===== src/rtl/spi_mode_sequencer.sv =====
// rtl/spi_mode_sequencer.sv - sweeps spi_master through SPI modes 0..3 and records pass/timeout per mode
//
// Ports:
//   clk, rst_n          system clock, asynchronous active-low reset
//   start, abort        sweep control from board-level test logic
//   mode_mask[3:0]      bit m enables mode m (m[1]=CPOL, m[0]=CPHA), latched at start
//   dir_sel[1:0]        [1]=tx enable, [0]=rx enable, latched at start
//   spi_over            master finished its 64-byte run
//   receive_status      master's data-match result, one clock after spi_over
//   spi_rst_n           registered reset to the master
//   spi_tx_en/rx_en     master enables
//   mode_select_CPOL/CPHA  master mode pins
//   busy, done          sweep in progress / one-cycle end-of-sweep pulse
//   pass_mask, timeout_mask  per-mode results
module spi_mode_sequencer #(
  parameter int RST_CYCLES    = 4,
  parameter int SETTLE_CYCLES = 2,
  parameter int TIMEOUT       = 4095,
  parameter int TO_W          = 12
) (
  input  logic       clk,
  input  logic       rst_n,
  input  logic       start,
  input  logic       abort,
  input  logic [3:0] mode_mask,
  input  logic [1:0] dir_sel,
  input  logic       spi_over,
  input  logic       receive_status,
  output logic       spi_rst_n,
  output logic       spi_tx_en,
  output logic       spi_rx_en,
  output logic       mode_select_CPOL,
  output logic       mode_select_CPHA,
  output logic       busy,
  output logic       done,
  output logic [3:0] pass_mask,
  output logic [3:0] timeout_mask
);

  typedef enum logic [2:0] {
    S_IDLE, S_SELECT, S_RESET, S_SETTLE, S_RUN, S_CHECK, S_NEXT, S_DONE
  } state_t;

  localparam logic [TO_W-1:0] RST_LAST    = TO_W'(RST_CYCLES - 1);
  localparam logic [TO_W-1:0] SETTLE_LAST = TO_W'(SETTLE_CYCLES - 1);
  localparam logic [TO_W-1:0] TO_LAST     = TO_W'(TIMEOUT);
  localparam logic [TO_W-1:0] CHECK_LAST  = TO_W'(1);

  state_t          state, state_nxt;
  logic [1:0]      idx, idx_d;
  logic [3:0]      mask_q, mask_d;
  logic [1:0]      dir_q, dir_d;
  logic [TO_W-1:0] cnt;

  logic       spi_rst_n_d, tx_en_d, rx_en_d, cpol_d, cpha_d, busy_d, done_d;
  logic [3:0] pass_d, to_d;

  logic aborting;
  assign aborting = abort && (state != S_IDLE);

  // State register
  always_ff @(posedge clk or negedge rst_n) begin
    if (!rst_n) begin
      state <= S_IDLE;
    end else begin
      state <= state_nxt;
    end
  end

  // Next-state logic
  always_comb begin
    state_nxt = state;
    if (aborting) begin
      state_nxt = S_IDLE;
    end else begin
      case (state)
        S_IDLE: begin
          if (start) begin
            // Nothing to run: skip straight to the end-of-sweep pulse.
            if (mode_mask == 4'd0 || dir_sel == 2'd0) state_nxt = S_DONE;
            else                                      state_nxt = S_SELECT;
          end
        end
        S_SELECT: begin
          if (mask_q[idx])       state_nxt = S_RESET;
          else if (idx == 2'd3)  state_nxt = S_DONE;
        end
        S_RESET:  if (cnt == RST_LAST)    state_nxt = S_SETTLE;
        S_SETTLE: if (cnt == SETTLE_LAST) state_nxt = S_RUN;
        S_RUN: begin
          if (spi_over)            state_nxt = S_CHECK;
          else if (cnt == TO_LAST) state_nxt = S_NEXT;
        end
        S_CHECK:  if (cnt == CHECK_LAST)  state_nxt = S_NEXT;
        S_NEXT:   state_nxt = (idx == 2'd3) ? S_DONE : S_SELECT;
        S_DONE:   state_nxt = S_IDLE;
        default:  state_nxt = S_IDLE;
      endcase
    end
  end

  // Output / datapath next values. Outputs are registered from the current
  // state, so each pin follows its state by one clock; abort is the exception
  // and clears the master pins on the abort edge itself.
  always_comb begin
    spi_rst_n_d = 1'b0;
    tx_en_d     = 1'b0;
    rx_en_d     = 1'b0;
    cpol_d      = mode_select_CPOL;
    cpha_d      = mode_select_CPHA;
    busy_d      = (state != S_IDLE);
    done_d      = (state == S_DONE);
    pass_d      = pass_mask;
    to_d        = timeout_mask;
    idx_d       = idx;
    mask_d      = mask_q;
    dir_d       = dir_q;
    if (aborting) begin
      busy_d = 1'b0;
      done_d = 1'b0;
    end else begin
      case (state)
        S_IDLE: begin
          if (start) begin
            mask_d = mode_mask;
            dir_d  = dir_sel;
            pass_d = 4'd0;
            to_d   = 4'd0;
            idx_d  = 2'd0;
          end
        end
        S_SELECT: begin
          // Mode pins only move here, while the master is held in reset.
          if (mask_q[idx]) begin
            cpol_d = idx[1];
            cpha_d = idx[0];
          end else if (idx != 2'd3) begin
            idx_d = idx + 2'd1;
          end
        end
        S_SETTLE: spi_rst_n_d = 1'b1;
        S_RUN: begin
          spi_rst_n_d = 1'b1;
          tx_en_d     = dir_q[1];
          rx_en_d     = dir_q[0];
          if (!spi_over && cnt == TO_LAST) to_d[idx] = 1'b1;
        end
        S_CHECK: begin
          spi_rst_n_d = 1'b1;
          tx_en_d     = dir_q[1];
          rx_en_d     = dir_q[0];
          // receive_status lags spi_over by a clock, so sample on the second cycle.
          // A tx-only run has no receive data to judge, so completion is a pass.
          if (cnt == CHECK_LAST) pass_d[idx] = dir_q[0] ? receive_status : 1'b1;
        end
        S_NEXT: begin
          if (idx != 2'd3) idx_d = idx + 2'd1;
        end
        default: ;
      endcase
    end
  end

  // Output and datapath registers
  always_ff @(posedge clk or negedge rst_n) begin
    if (!rst_n) begin
      spi_rst_n        <= 1'b0;
      spi_tx_en        <= 1'b0;
      spi_rx_en        <= 1'b0;
      mode_select_CPOL <= 1'b0;
      mode_select_CPHA <= 1'b0;
      busy             <= 1'b0;
      done             <= 1'b0;
      pass_mask        <= 4'd0;
      timeout_mask     <= 4'd0;
      idx              <= 2'd0;
      mask_q           <= 4'd0;
      dir_q            <= 2'd0;
    end else begin
      spi_rst_n        <= spi_rst_n_d;
      spi_tx_en        <= tx_en_d;
      spi_rx_en        <= rx_en_d;
      mode_select_CPOL <= cpol_d;
      mode_select_CPHA <= cpha_d;
      busy             <= busy_d;
      done             <= done_d;
      pass_mask        <= pass_d;
      timeout_mask     <= to_d;
      idx              <= idx_d;
      mask_q           <= mask_d;
      dir_q            <= dir_d;
    end
  end

  // Per-state cycle counter: restarts at 0 on every state entry.
  always_ff @(posedge clk or negedge rst_n) begin
    if (!rst_n) begin
      cnt <= '0;
    end else if (state_nxt != state || state == S_IDLE) begin
      cnt <= '0;
    end else begin
      cnt <= cnt + TO_W'(1);
    end
  end

endmodule


===== config.mk =====
export PLATFORM = sky130hd
export DESIGN_NAME = spi_mode_sequencer
export DESIGN_NICKNAME = d
export VERILOG_FILES = /design/src/rtl/spi_mode_sequencer.sv
export SDC_FILE = /design/constraint.sdc
export NUM_CORES = 1
export LEC_CHECK = 0
export CORE_MARGIN = 3
export CORE_UTILIZATION = 43
export DETAILED_ROUTE_END_ITERATION = 8
export GPL_TIMING_DRIVEN = 0
export MAX_ROUTING_LAYER = met4
export PLACE_DENSITY = 0.72
export SKIP_LAST_GASP = 1
export SLEW_MARGIN = 20
export SYNTH_ARGS = -nofsm -noshare
export SYNTH_HDL_FRONTEND = slang
export SYNTH_SLANG_ARGS = --single-unit

===== constraint.sdc =====
create_clock -name clk -period 2.6 [get_ports clk]
set_clock_uncertainty 0.1 [all_clocks]
set_input_delay 0.52 -clock clk [delete_from_list [all_inputs] [get_ports clk]]
set_output_delay 0.52 -clock clk [all_outputs]
set_load 0.05 [all_outputs]

==> metrics.txt <==
antenna fix cells=0; power per cell area=about 1200 nW/um^2; leading area contributor after synthesis=dfrtp_1; clock root buffer=clkbuf_8; wire per inst=15.3 um; cell count after synthesis=219; first-pass GRT wire length=8510 um; CTS sink cnt=38; vias=1761; Area Overhead vs Synth=22.4%; critical path peak fanout=10; vias in the first global route=1719; Post-CTS Setup Inserts=0; top cells by area, synth=dfrtp_1 (42%), a2111oi_2 (6.0%), nand2_1 (4.8%); Die Height=78.6 um; Rows=25; WL final=4900 um; setup violators final=0; ys async rst share=100%; Worst path max stage delay=~0.52 ns; CORE AREA=4910 um^2; syn nets=237; WP data required=2.66 ns; Hold WS=0.0396 ns; critical path class=input port to register; Period Utilization, post-route=93.2%; Critical Path AT=2.48 ns; Ports=27; first-pass iteration count of the detailed router=4; Die Span X=78.6 um; detailed-placement wirelength estimate=3640 um; status=finished, final reports clean; Final Slew Violations=0; Max Root-Sink Buffers=2; Remaining DRCs=0; share of the synthesized area in the top cell type=42.0%; non-filler cells, final=321; CTS tree=yes; RSZ-0062 raised after global routing=false; fin area=~2800 um^2; Clock transition at path regs=0.08 ns; Via density=5.49; Pleak=approximately 1.1 nW; largest net degree at the start of global routing=25; Post-synth EDFFs=0; share of cells above drive strength 1=approximately 17%; worst-skew pair later-pin latency=0.29 ns; CP Capture Type=register; fmax=413 MHz; max_slew headroom=59.6%; Ys Warns=0; worst-path cell chain=clkdlybuf4s50_1 -> nand4b_1 -> nor4_1 -> nor2_1 -> a31oi_1 -> buf_4 -> a2111oi_2; DP Area=2630 um^2; max-cap viol count=0; average cell area after synthesis=about 10 um^2; drt first-iter violations=124; register area share after synthesis=42.0%; Mapped Area=2270 um^2; worst vdd ir=0.574 mV; Startpoint Class=input port; most frequent cell after synthesis=dfrtp_1; Top FF cell, synth=dfrtp_1; I/O Buffers=26; setup TNS=0 ns; Worst Tran Pin Value=0.605 ns; GP Congestion=0.826; post-synth cell types=51; Hold Path Class=input port to asynchronous set/reset pin; final hold vios=0; register bit total from synthesis=38; initial antenna violation count=0; CP max-delay cell=nor4_1; Num CTS Buffers=5; antenna viol nets, final=0; die area=6180 um^2; Placed Cells incl. Taps=between 300 and 400; H-tree depth=2; Synth top cells by count=dfrtp_1 (38), nand2_1 (29), nor2_1 (16); total global routing overflow=0; final worst path period need=about 2.4 ns; R2R cell count=6; Tot GR Track Use=18.0%; Starting Density=between 40% and 50%; nets@finish=271
## routing by layer
metal | GRT usage, % | part of all wire (%)
met1 | 24.9 | 47
met2 | 27.1 | 49
met3 | 3.56 | 3.3
met4 | 4.72 | 1.1
met5 | - | 0
## registers in the layout (all words and copies together), names as in the netlist
name              cells
spi_tx_en             1
cnt                  12
idx                   2
busy                  1
timeout_mask          4
pass_mask             4
mode_select_CPHA      1
spi_rx_en             1
done                  1
mask_q                4
dir_q                 2
mode_select_CPOL      1
state                 3
spi_rst_n             1
## power breakdown
part	switching (mW)	internal (mW)
logic	1.19	0.668
registers	0.106	0.747
clock network	0.219	0.285
## worst paths after layout
path                           start         to  slack, ns
max in group asynchronous      rst_n     idx[0]       1.91
max                         spi_over     cnt[1]       0.18
max reg2reg                   cnt[8]     cnt[1]       0.21
min                            rst_n     cnt[6]       0.04
min reg2reg                mask_q[3]  mask_q[3]       0.38
min in group clk           mask_q[3]  mask_q[3]       0.38
## placed cells by master, fill, tap and decap left out, types with 4 or more instances in the layout
| cell type | Yosys | layout |
|---|---|---|
| a2111oi_2 | 9 | 9 |
| a21oi_1 | 9 | 9 |
| clkbuf_8 | 3 | 8 |
| clkdlybuf4s50_1 | 0 | 25 |
| dfrtp_1 | 38 | 37 |
| ha_1 | 6 | 6 |
| inv_1 | 9 | 9 |
| mux2i_1 | 8 | 8 |
| nand2_1 | 29 | 29 |
| nand2b_1 | 4 | 4 |
| nand3_1 | 12 | 12 |
| nand4_1 | 5 | 5 |
| nor2_1 | 16 | 16 |
| o21a_1 | 5 | 5 |
| o21ai_0 | 7 | 7 |
| xnor2_1 | 5 | 5 |
| xor2_1 | 6 | 6 |
## repair_timing
action | 4_1_cts | 5_1_grt
setup endpoints to repair | 0 | 11
hold buffers | 0 | 0
endpoints found under the hold margin | 0 | 0
gates resized for setup | 0 | 4
## through the flow
step                power (mW)  setup slack, ns  util (%)
detailed placement        2.70           -0.164      53.6
CTS                       3.22            0.126      55.9
floorplan                 2.25            0.420         -
finish                    3.22            0.177      56.5
global placement          2.68           -0.161      53.1
global route              3.45           0.0470      56.5
## area by class of cell
type	count	area (um^2)
Buffer	10	92.6
Clock buffer	5	68.8
Clock inverter	3	45.0
Fill cell	456	2140
Inverter	9	33.8
Multi-Input combinational cell	162	1210
Sequential cell	38	952
Tap cell	67	83.8
Timing Repair Buffer	27	283
## worst max-delay path, delay by kind of cell
family,cells,cell delay [ns]
AND/OR/NAND/NOR,3,0.83
buffers and inverters,2,0.73
AO/OA/AOI/OAI,2,0.39
## cell families after synthesis
family | Yosys count | share of synthesized area (%)
simple gates | 90 | 21.2
mux | 10 | 5.02
xor+xnor | 11 | 4.25
compound gates | 45 | 18.7
fa+ha+maj | 6 | 3.31
buf+inv | 19 | 5.58
flops | 38 | 42.0
(Power assumes the default switching activity.)
